==> config.mk <==
export PLATFORM = sky130hd
export DESIGN_NAME = ram_loader
export DESIGN_NICKNAME = d
export VERILOG_FILES = /design/src/rtl/ram_loader_pkg.sv /design/src/rtl/loader_csum.sv /design/src/rtl/ram_loader.sv
export SDC_FILE = /design/constraint.sdc
export NUM_CORES = 1
export LEC_CHECK = 0
export CORE_MARGIN = 8
export CORE_UTILIZATION = 45
export CTS_BUF_LIST = sky130_fd_sc_hd__clkbuf_4
export DETAILED_ROUTE_END_ITERATION = 16
export GPL_TIMING_DRIVEN = 0
export PLACE_DENSITY = 0.81
export SETUP_SLACK_MARGIN = 0.02
export SYNTH_ARGS = -nofsm -noshare
export SYNTH_HDL_FRONTEND = slang
export SYNTH_SLANG_ARGS = --single-unit
==> constraint.sdc <==
create_clock -name clk -period 3.6 [get_ports clk]
set_input_delay 0.9 -clock clk [delete_from_list [all_inputs] [get_ports clk]]
set_output_delay 0.9 -clock clk [all_outputs]
set_load 0.05 [all_outputs]
==> src/rtl/ram_loader_pkg.sv <==
// Shared constants for the program-RAM loader: RAM geometry, frame sync byte and FSM encoding.
package ram_loader_pkg;

    localparam int unsigned RAM_DEPTH   = 16;
    localparam int unsigned RAM_ADDR_W  = 4;
    localparam int unsigned RAM_DATA_W  = 8;
    localparam logic [7:0]  SYNC_BYTE   = 8'hA5;

    typedef logic [2:0] state_t;

    localparam state_t IDLE  = 3'd0;
    localparam state_t LOAD  = 3'd1;
    localparam state_t WRITE = 3'd2;
    localparam state_t READ  = 3'd3;
    localparam state_t CMP   = 3'd4;
    localparam state_t CSUM  = 3'd5;
    localparam state_t DONE  = 3'd6;
    localparam state_t ERR   = 3'd7;

endpackage

==> src/rtl/loader_csum.sv <==
// Running modulo-2**DATA_W byte sum for the loader, with synchronous clear and a compare output.
module loader_csum #(
    parameter int unsigned DATA_W = 8
) (
    input  logic              clk,
    input  logic              clr,
    input  logic              clear,
    input  logic              add_en,
    input  logic [DATA_W-1:0] add_data,
    input  logic [DATA_W-1:0] cmp_data,
    output logic              match
);

    logic [DATA_W-1:0] sum_q;

    always_ff @(posedge clk or negedge clr) begin
        if (!clr) begin
            sum_q <= '0;
        end else if (clear) begin
            sum_q <= '0;
        end else if (add_en) begin
            sum_q <= sum_q + add_data;
        end
    end

    assign match = (sum_q == cmp_data);

endmodule

==> src/rtl/ram_loader.sv <==
// Loads a SYNC-framed, checksummed byte stream into the program RAM while holding the CPU.
// Optional RAM_LOADER_READBACK_EN adds a read-back verify of every written word.
module ram_loader
    import ram_loader_pkg::*;
#(
    parameter int unsigned DEPTH  = RAM_DEPTH,
    parameter int unsigned ADDR_W = RAM_ADDR_W,
    parameter int unsigned DATA_W = RAM_DATA_W,
    parameter logic [DATA_W-1:0] SYNC = DATA_W'(SYNC_BYTE)
) (
    input  logic              clk,
    input  logic              clr,
    input  logic [DATA_W-1:0] in_data,
    input  logic              in_valid,
    output logic              in_ready,
    output logic [ADDR_W-1:0] ram_addr,
    output logic [DATA_W-1:0] ram_wdata,
    output logic              ram_we,
    output logic              ram_re,
    input  logic [DATA_W-1:0] ram_rdata,
    output logic              cpu_hold,
    output logic              busy,
    output logic              done,
    output logic              err
);

    state_t            state_q, state_d;
    logic [ADDR_W-1:0] addr_q, addr_d;
    logic [DATA_W-1:0] data_q, data_d;
    logic              accept;
    logic              last;
    logic              csum_clear, csum_add, csum_match;

    assign in_ready = (state_q == IDLE) || (state_q == LOAD) ||
                      (state_q == CSUM) || (state_q == ERR);
    assign accept   = in_valid && in_ready;
    assign last     = (addr_q == ADDR_W'(DEPTH - 1));

    always_comb begin
        state_d    = state_q;
        addr_d     = addr_q;
        data_d     = data_q;
        csum_clear = 1'b0;
        csum_add   = 1'b0;
        case (state_q)
            IDLE, ERR: begin
                if (accept && in_data == SYNC) begin
                    state_d    = LOAD;
                    addr_d     = '0;
                    csum_clear = 1'b1;
                end
            end
            LOAD: begin
                if (accept) begin
                    data_d   = in_data;
                    csum_add = 1'b1;
                    state_d  = WRITE;
                end
            end
`ifdef RAM_LOADER_READBACK_EN
            WRITE: state_d = READ;
            READ:  state_d = CMP;
            CMP: begin
                if (ram_rdata != data_q) begin
                    state_d = ERR;
                end else if (last) begin
                    state_d = CSUM;
                end else begin
                    state_d = LOAD;
                    addr_d  = addr_q + ADDR_W'(1);
                end
            end
`else
            WRITE: begin
                if (last) begin
                    state_d = CSUM;
                end else begin
                    state_d = LOAD;
                    addr_d  = addr_q + ADDR_W'(1);
                end
            end
`endif
            CSUM: begin
                if (accept) begin
                    state_d = csum_match ? DONE : ERR;
                end
            end
            default: state_d = IDLE;
        endcase
    end

    always_ff @(posedge clk or negedge clr) begin
        if (!clr) begin
            state_q <= IDLE;
            addr_q  <= '0;
            data_q  <= '0;
        end else begin
            state_q <= state_d;
            addr_q  <= addr_d;
            data_q  <= data_d;
        end
    end

    loader_csum #(
        .DATA_W (DATA_W)
    ) u_csum (
        .clk      (clk),
        .clr      (clr),
        .clear    (csum_clear),
        .add_en   (csum_add),
        .add_data (in_data),
        .cmp_data (in_data),
        .match    (csum_match)
    );

    assign ram_addr  = addr_q;
    assign ram_wdata = data_q;
    assign ram_we    = (state_q == WRITE);
    assign done      = (state_q == DONE);
    assign err       = (state_q == ERR);
    // ERR keeps the CPU held so a bad image never runs.
    assign cpu_hold  = (state_q != IDLE) && (state_q != DONE);
    assign busy      = cpu_hold && (state_q != ERR);

`ifdef RAM_LOADER_READBACK_EN
    assign ram_re = (state_q == READ);
`else
    logic unused_rdata;
    assign unused_rdata = ^ram_rdata;
    assign ram_re       = 1'b0;
`endif

endmodule

==> results.md, run 1 <==
* Peak supply drop at 0.000375 V
* DPL Wire Length at approximately 2700 um
* Post-synth top flop: dfrtp_1
* Synth Warn # at 0
* Post-synth top cells: 23 x dfrtp_1, 9 x nand2_1, 8 x ha_1, 8 x mux2_2, 7 x nor2_1
* Setup Buffers After CTS at 0
* Final Hold Vio Count at 0
* Final Total Pwr at between 1000 and 1500 uW
* Nets at 201
* Core footprint at ~3000 um2
* DIE AREA at 5330 um2
* Vias in the first global route at ~1400
* Hold buffers post-CTS at 0
* Clock Path Buffers at 2
* Setup tns final at 0 ns
* PortBufs at 28
* Total GRT Usage at 0.140
* RSZ-0062 raised after global routing: no
* Avg Inst Size Synth at 10.5 um2
* Root Buffer: clkbuf_4
* Synth Cell Area at approximately 1500 um2
* Final Util at 0.594
* Total grt overflow at 0
* Starting Density at 0.476
* Filler Cell Count at 277
* Sequential cell area at between 500 and 600 um2
* Hold_ws at 0.518 ns
* Area growth from synthesis to layout at 25.0%
* CTS clk-pin slew, worst paths at around 0.14 ns
* CP Max Fanout at 10
* Post-DRT Antenna Nets at 0
* Multi-input logic area at 846 um2
* Via count at roughly 1200
* Post_cts resized at 0
* Hold Path Class: reg -> reg
* Fmax at 300 MHz
* Synth unique cells at 51
* Syn Nets at between 150 and 200
* Leakage at between 0.0008 and 0.0009 uW
* # setup viols final at 0
* CTS Sinks at 23
* Data arrival, critical path at 2.44 ns
* Die Wd at approximately 73 um
* Number of diodes at 0
* Fin crit share at 0.927
* Row Count at 20
* Synth top area share at 0.393
* Area leader, netlist: dfrtp_1
* DR vias/cell at between 5 and 6
* Slowest-stage cell, CP: clkdlybuf4s50_1
* #FFs+latches synth at 23
* Htree depth at 1
* Critical Path End Type: output pin
* Number of max-cap violations at 0
* Slew headroom at 0.293
* Period minus WS final at around 3.3 ns
* Critical path class: reg -> out
* Die height at between 70 and 80 um
* Critical path's largest stage delay at slightly below 0.7 ns
* Ys async rst share at 1.00
* Synth area leaders: dfrtp_1 39%, ha_1 6.8%, mux2_2 6.2%, a22o_1 3.6%, a21o_1 2.6%
* Sequential area share after synthesis at 0.393
* First-pass GRT wire length at between 5000 and 6000 um
* Drt initial violations at 52
* Per-cell routed wire length at ~16 um
* Clock skew at approximately 0.016 ns
* PnR worst setup slack at ~0.26 ns
* Number of synthesized flops with an enable pin at 0
* Share of cells above drive strength 1 at 0.122
* Pre-CTS WS at 0.448 ns
* Power Dens Cells at about 800 nW/um2
* I/O Pins at 38
* Worst skew pair latency at between 0.3 and 0.4 ns
* Delay-heaviest family, CP: buffers and inverters
* CP Cell Sequence: clkbuf_1 > nor2b_1 > or3_1 > and2_1 > clkdlybuf4s50_1
* Required @ worst endpoint at between 2 and 3 ns
* Outcome: completed
* Largest net degree at the start of global routing at 24
* Critical path launch point type: flop
* Crit path buf inv count at 2
* CTS Buf Count at 3
* Most frequent cell after synthesis: dfrtp_1
* Synth Instances at 140
* DRC violations left at 0
* Worst-margin pin slew at 1.06 ns
* CTS tree: built
* Max-slew violation count at 0
* Initial antenna violation count at 0
* Final wirelength at 3530 um
* Pre-antenna DRT Iters at 4
* Gpl congestion at approximately 0.87
area by class of cell:
cell class	count	area share
Timing Repair Buffer	28	0.153
Multi-Input combinational cell	108	0.462
Buffer	6	0.0171
Inverter	3	0.00616
Clock buffer	4	0.0164
Sequential cell	23	0.315
Tap cell	44	0.0301
where the power goes:
group / internal (uW) / switching [uW] / leakage (uW)
sequential: 363 / 71.8 / 0.000287
clock: 51.0 / 82.5 / 0.0000184
combinational: 351 / 506 / 0.000521
cell families (layout without fill, tap and decap cells):
| family | Yosys count | after routing | share of synthesized area |
|---|---|---|---|
| simple gates | 46 | 46 | 0.188 |
| compound gates | 36 | 36 | 0.194 |
| other cells | 1 | 1 | 0.00256 |
| mux | 10 | 10 | 0.0752 |
| flops | 23 | 23 | 0.393 |
| buf+inv | 9 | 41 | 0.0291 |
| xor+xnor | 6 | 6 | 0.0359 |
| fa+ha+maj | 9 | 9 | 0.0821 |
registers in the layout, summed over array words and instances (netlist names):
register / count
u_csum.sum_q: 8
ram_addr: 4
ram_wdata: 8
state_q: 3
metal layers:
metal	global-route usage	up-vias	part of all wire
met4	0.0711	0	0.014
li1	-	587	-
met1	0.147	604	0.42
met5	0	-	0
met2	0.241	35	0.49
met3	0.0495	6	0.076
final timing paths:
check / slack, ns / to / start / cells past startpoint
worst max-delay path: 0.26 / busy / state_q[1] / 5
worst min-delay path: 0.52 / ram_wdata[2] / ram_wdata[2] / 1
worst max register to register: 1.48 / u_csum.sum_q[7] / u_csum.sum_q[1] / 6
worst min register to register: 0.52 / ram_wdata[2] / ram_wdata[2] / 1
max in group asynchronous: 1.82 / ram_wdata[4] / clr / 1
min in group asynchronous: 1.12 / ram_addr[2] / clr / 1
placed cells by master, fill, tap and decap left out, drive strengths merged, types with 3 or more instances in the layout:
cell / instances
clkdlybuf4s50: 28
dfrtp: 23
nand2: 9
mux2: 8
ha: 8
nor2: 7
a21oi: 7
a22o: 6
o21ai: 5
a21o: 5
buf: 5
clkbuf: 5
nor2b: 4
nand3: 4
inv: 3
and3: 3
xnor2: 3
xor2: 3
stage by stage:
| step | cells | area [um2] |
|---|---|---|
| floorplan | 140 | 1460 |
| global placement | 212 | 1800 |
| detailed placement | 212 | 1800 |
| CTS | 216 | 1830 |
| global route | 216 | 1830 |
| finish | 216 | 1830 |
Note: power is estimated with default switching activity, not from simulation.
==> run 2, diff against run 1 <==
- PLACE_DENSITY: 0.81 -> 0.85
==> run 2 against run 1 <==
Core utilization is 0.081 points lower. Critical path depth unchanged. Count of clock-buffer cells in the layout down 1. Sequential share of layout area about the same. Register-to-register slack gained 0.04 ns. Maximum frequency is essentially flat. Largest cell class unchanged.
==> results.md, run 2 (synthesis results as in run 1) <==
* Clk pwr share at 0.088
* Logic pwr share at 0.604
* Leakage at roughly 0.00083 uW
* # setup viols final at 0
* Required @ worst endpoint at between 2 and 3 ns
* Largest net degree at the start of global routing at 24
* Max-slew violation count at 0
* CP Max Fanout at 10
* Vias in the first global route at 1310
* Pre-CTS WS at 0.488 ns
* Core footprint at between 3000 and 4000 um2
* Root Buffer: clkbuf_4
* DRC violations left at 0
* Switch Pwr at 662 uW
* Power Dens Cells at 776 nW/um2
* Worst skew pair latency at 0.32 ns
* DR vias/cell at between 5 and 6
* Slew headroom at 0.306
* Hold_ws at 0.525 ns
* Die height at about 73 um
* CTS Buf Count at 3
* I/O Pins at 38
* Setup Buffers After CTS at 0
* Slowest-stage cell, CP: clkdlybuf4s50_1
* Most frequent cells in the layout: 28 x clkdlybuf4s50_1, 23 x dfrtp_1, 9 x nand2_1
* CTS Sinks at 23
* Critical path launch point type: flop
* Critical path class: reg -> out
* Total GRT Usage at 0.142
* Sw Share at 0.467
* Peak supply drop at roughly 0.00039 V
* Internal power at roughly 760 uW
* Multi-input logic area at 846 um2
* Fin crit share at 0.926
* Initial antenna violation count at 0
* Nets at ~200
* Final Total Pwr at 1420 uW
* Final Hold Vio Count at 0
* CTS tree: built
* Hold buffers post-CTS at 0
* Die Wd at 73.0 um
* Pre-antenna DRT Iters at 4
* PnR worst setup slack at roughly 0.27 ns
* Post-DRT Antenna Nets at 0
* Post_cts resized at 0
* Critical Path End Type: output pin
* Fmax at 300 MHz
* Commonest non-fill, non-tap cell in the layout: clkdlybuf4s50_1
* Clock Path Buffers at 2
* Period minus WS final at ~3.3 ns
* DPL Wire Length at 2710 um
* Critical path's largest stage delay at between 0.6 and 0.7 ns
* Gpl congestion at just under 0.9
* RSZ-0062 raised after global routing: no
* Delay-heaviest family, CP: buffers and inverters
* Hold Path Class: reg -> reg
* Total grt overflow at 0
* Area growth from synthesis to layout at 24.8%
* Clock skew at 0.00444 ns
* First-pass GRT wire length at 6020 um
* Number of diodes at 0
* Htree depth at 1
* Number of max-cap violations at 0
* Drt initial violations at 67
* Sequential cell area at approximately 580 um2
* DIE AREA at between 5000 and 6000 um2
* Final wirelength at roughly 3500 um
* Starting Density at 0.476
* Crit path buf inv count at 2
* Row Count at 20
* Filler Cell Count at 296
* Share of cells above drive strength 1 at 0.122
* PortBufs at 28
* CTS clk-pin slew, worst paths at around 0.13 ns
* Sequential share of power at 0.309
* Per-cell routed wire length at ~16 um
* Data arrival, critical path at roughly 2.4 ns
* Via count at 1206
* Worst-margin pin slew at a little over 1 ns
* Outcome: completed
* CP Cell Sequence: clkbuf_1 > nor2b_1 > or3_1 > and2_1 > clkdlybuf4s50_1
* Setup tns final at 0 ns
==> run 2: routing by layer <==
layer / part of all wire / vias up / GRT usage
li1: - / 588 / -
met1: 0.42 / 575 / 0.157
met2: 0.49 / 38 / 0.237
met3: 0.074 / 5 / 0.0453
met4: 0.012 / 0 / 0.0689
met5: 0 / - / 0
==> run 2: final timing paths <==
kind / start / to / slack, ns / cells past startpoint
min: ram_wdata[1] / ram_wdata[1] / 0.52 / 1
max in group asynchronous: clr / ram_wdata[7] / 1.85 / 1
min in group asynchronous: clr / ram_addr[3] / 1.13 / 1
max reg2reg: u_csum.sum_q[1] / u_csum.sum_q[7] / 1.52 / 6
min reg2reg: ram_wdata[1] / ram_wdata[1] / 0.52 / 1
max: state_q[1] / busy / 0.27 / 5
==> run 2: stage by stage <==
stage                     utilization  cells  instance area [um2]
after floorplan                     -    140                 1460
after global placement          0.585    212                 1800
after detailed placement        0.585    212                 1800
after CTS                       0.593    216                 1830
after global routing            0.593    216                 1830
final                           0.593    216                 1830
==> run 2: power by group through the flow <==
stage / Sequential, uW / Combinational [uW] / Clock (uW)
after global placement: 435 / 834 / 0
after detailed placement: 443 / 859 / 0
after global routing: 452 / 922 / 134
after floorplan: 652 / 399 / 0
final: 438 / 856 / 124
after CTS: 439 / 862 / 127
==> run 2: area by class of cell <==
type | instances | area share
clock buffer | 3 | 0.0123
tap | 44 | 0.0301
multi-input combinational | 108 | 0.463
sequential | 23 | 0.315
clock inverter | 1 | 0.00274
inverter | 3 | 0.00616
timing repair buffer | 28 | 0.153
buffer | 6 | 0.0171
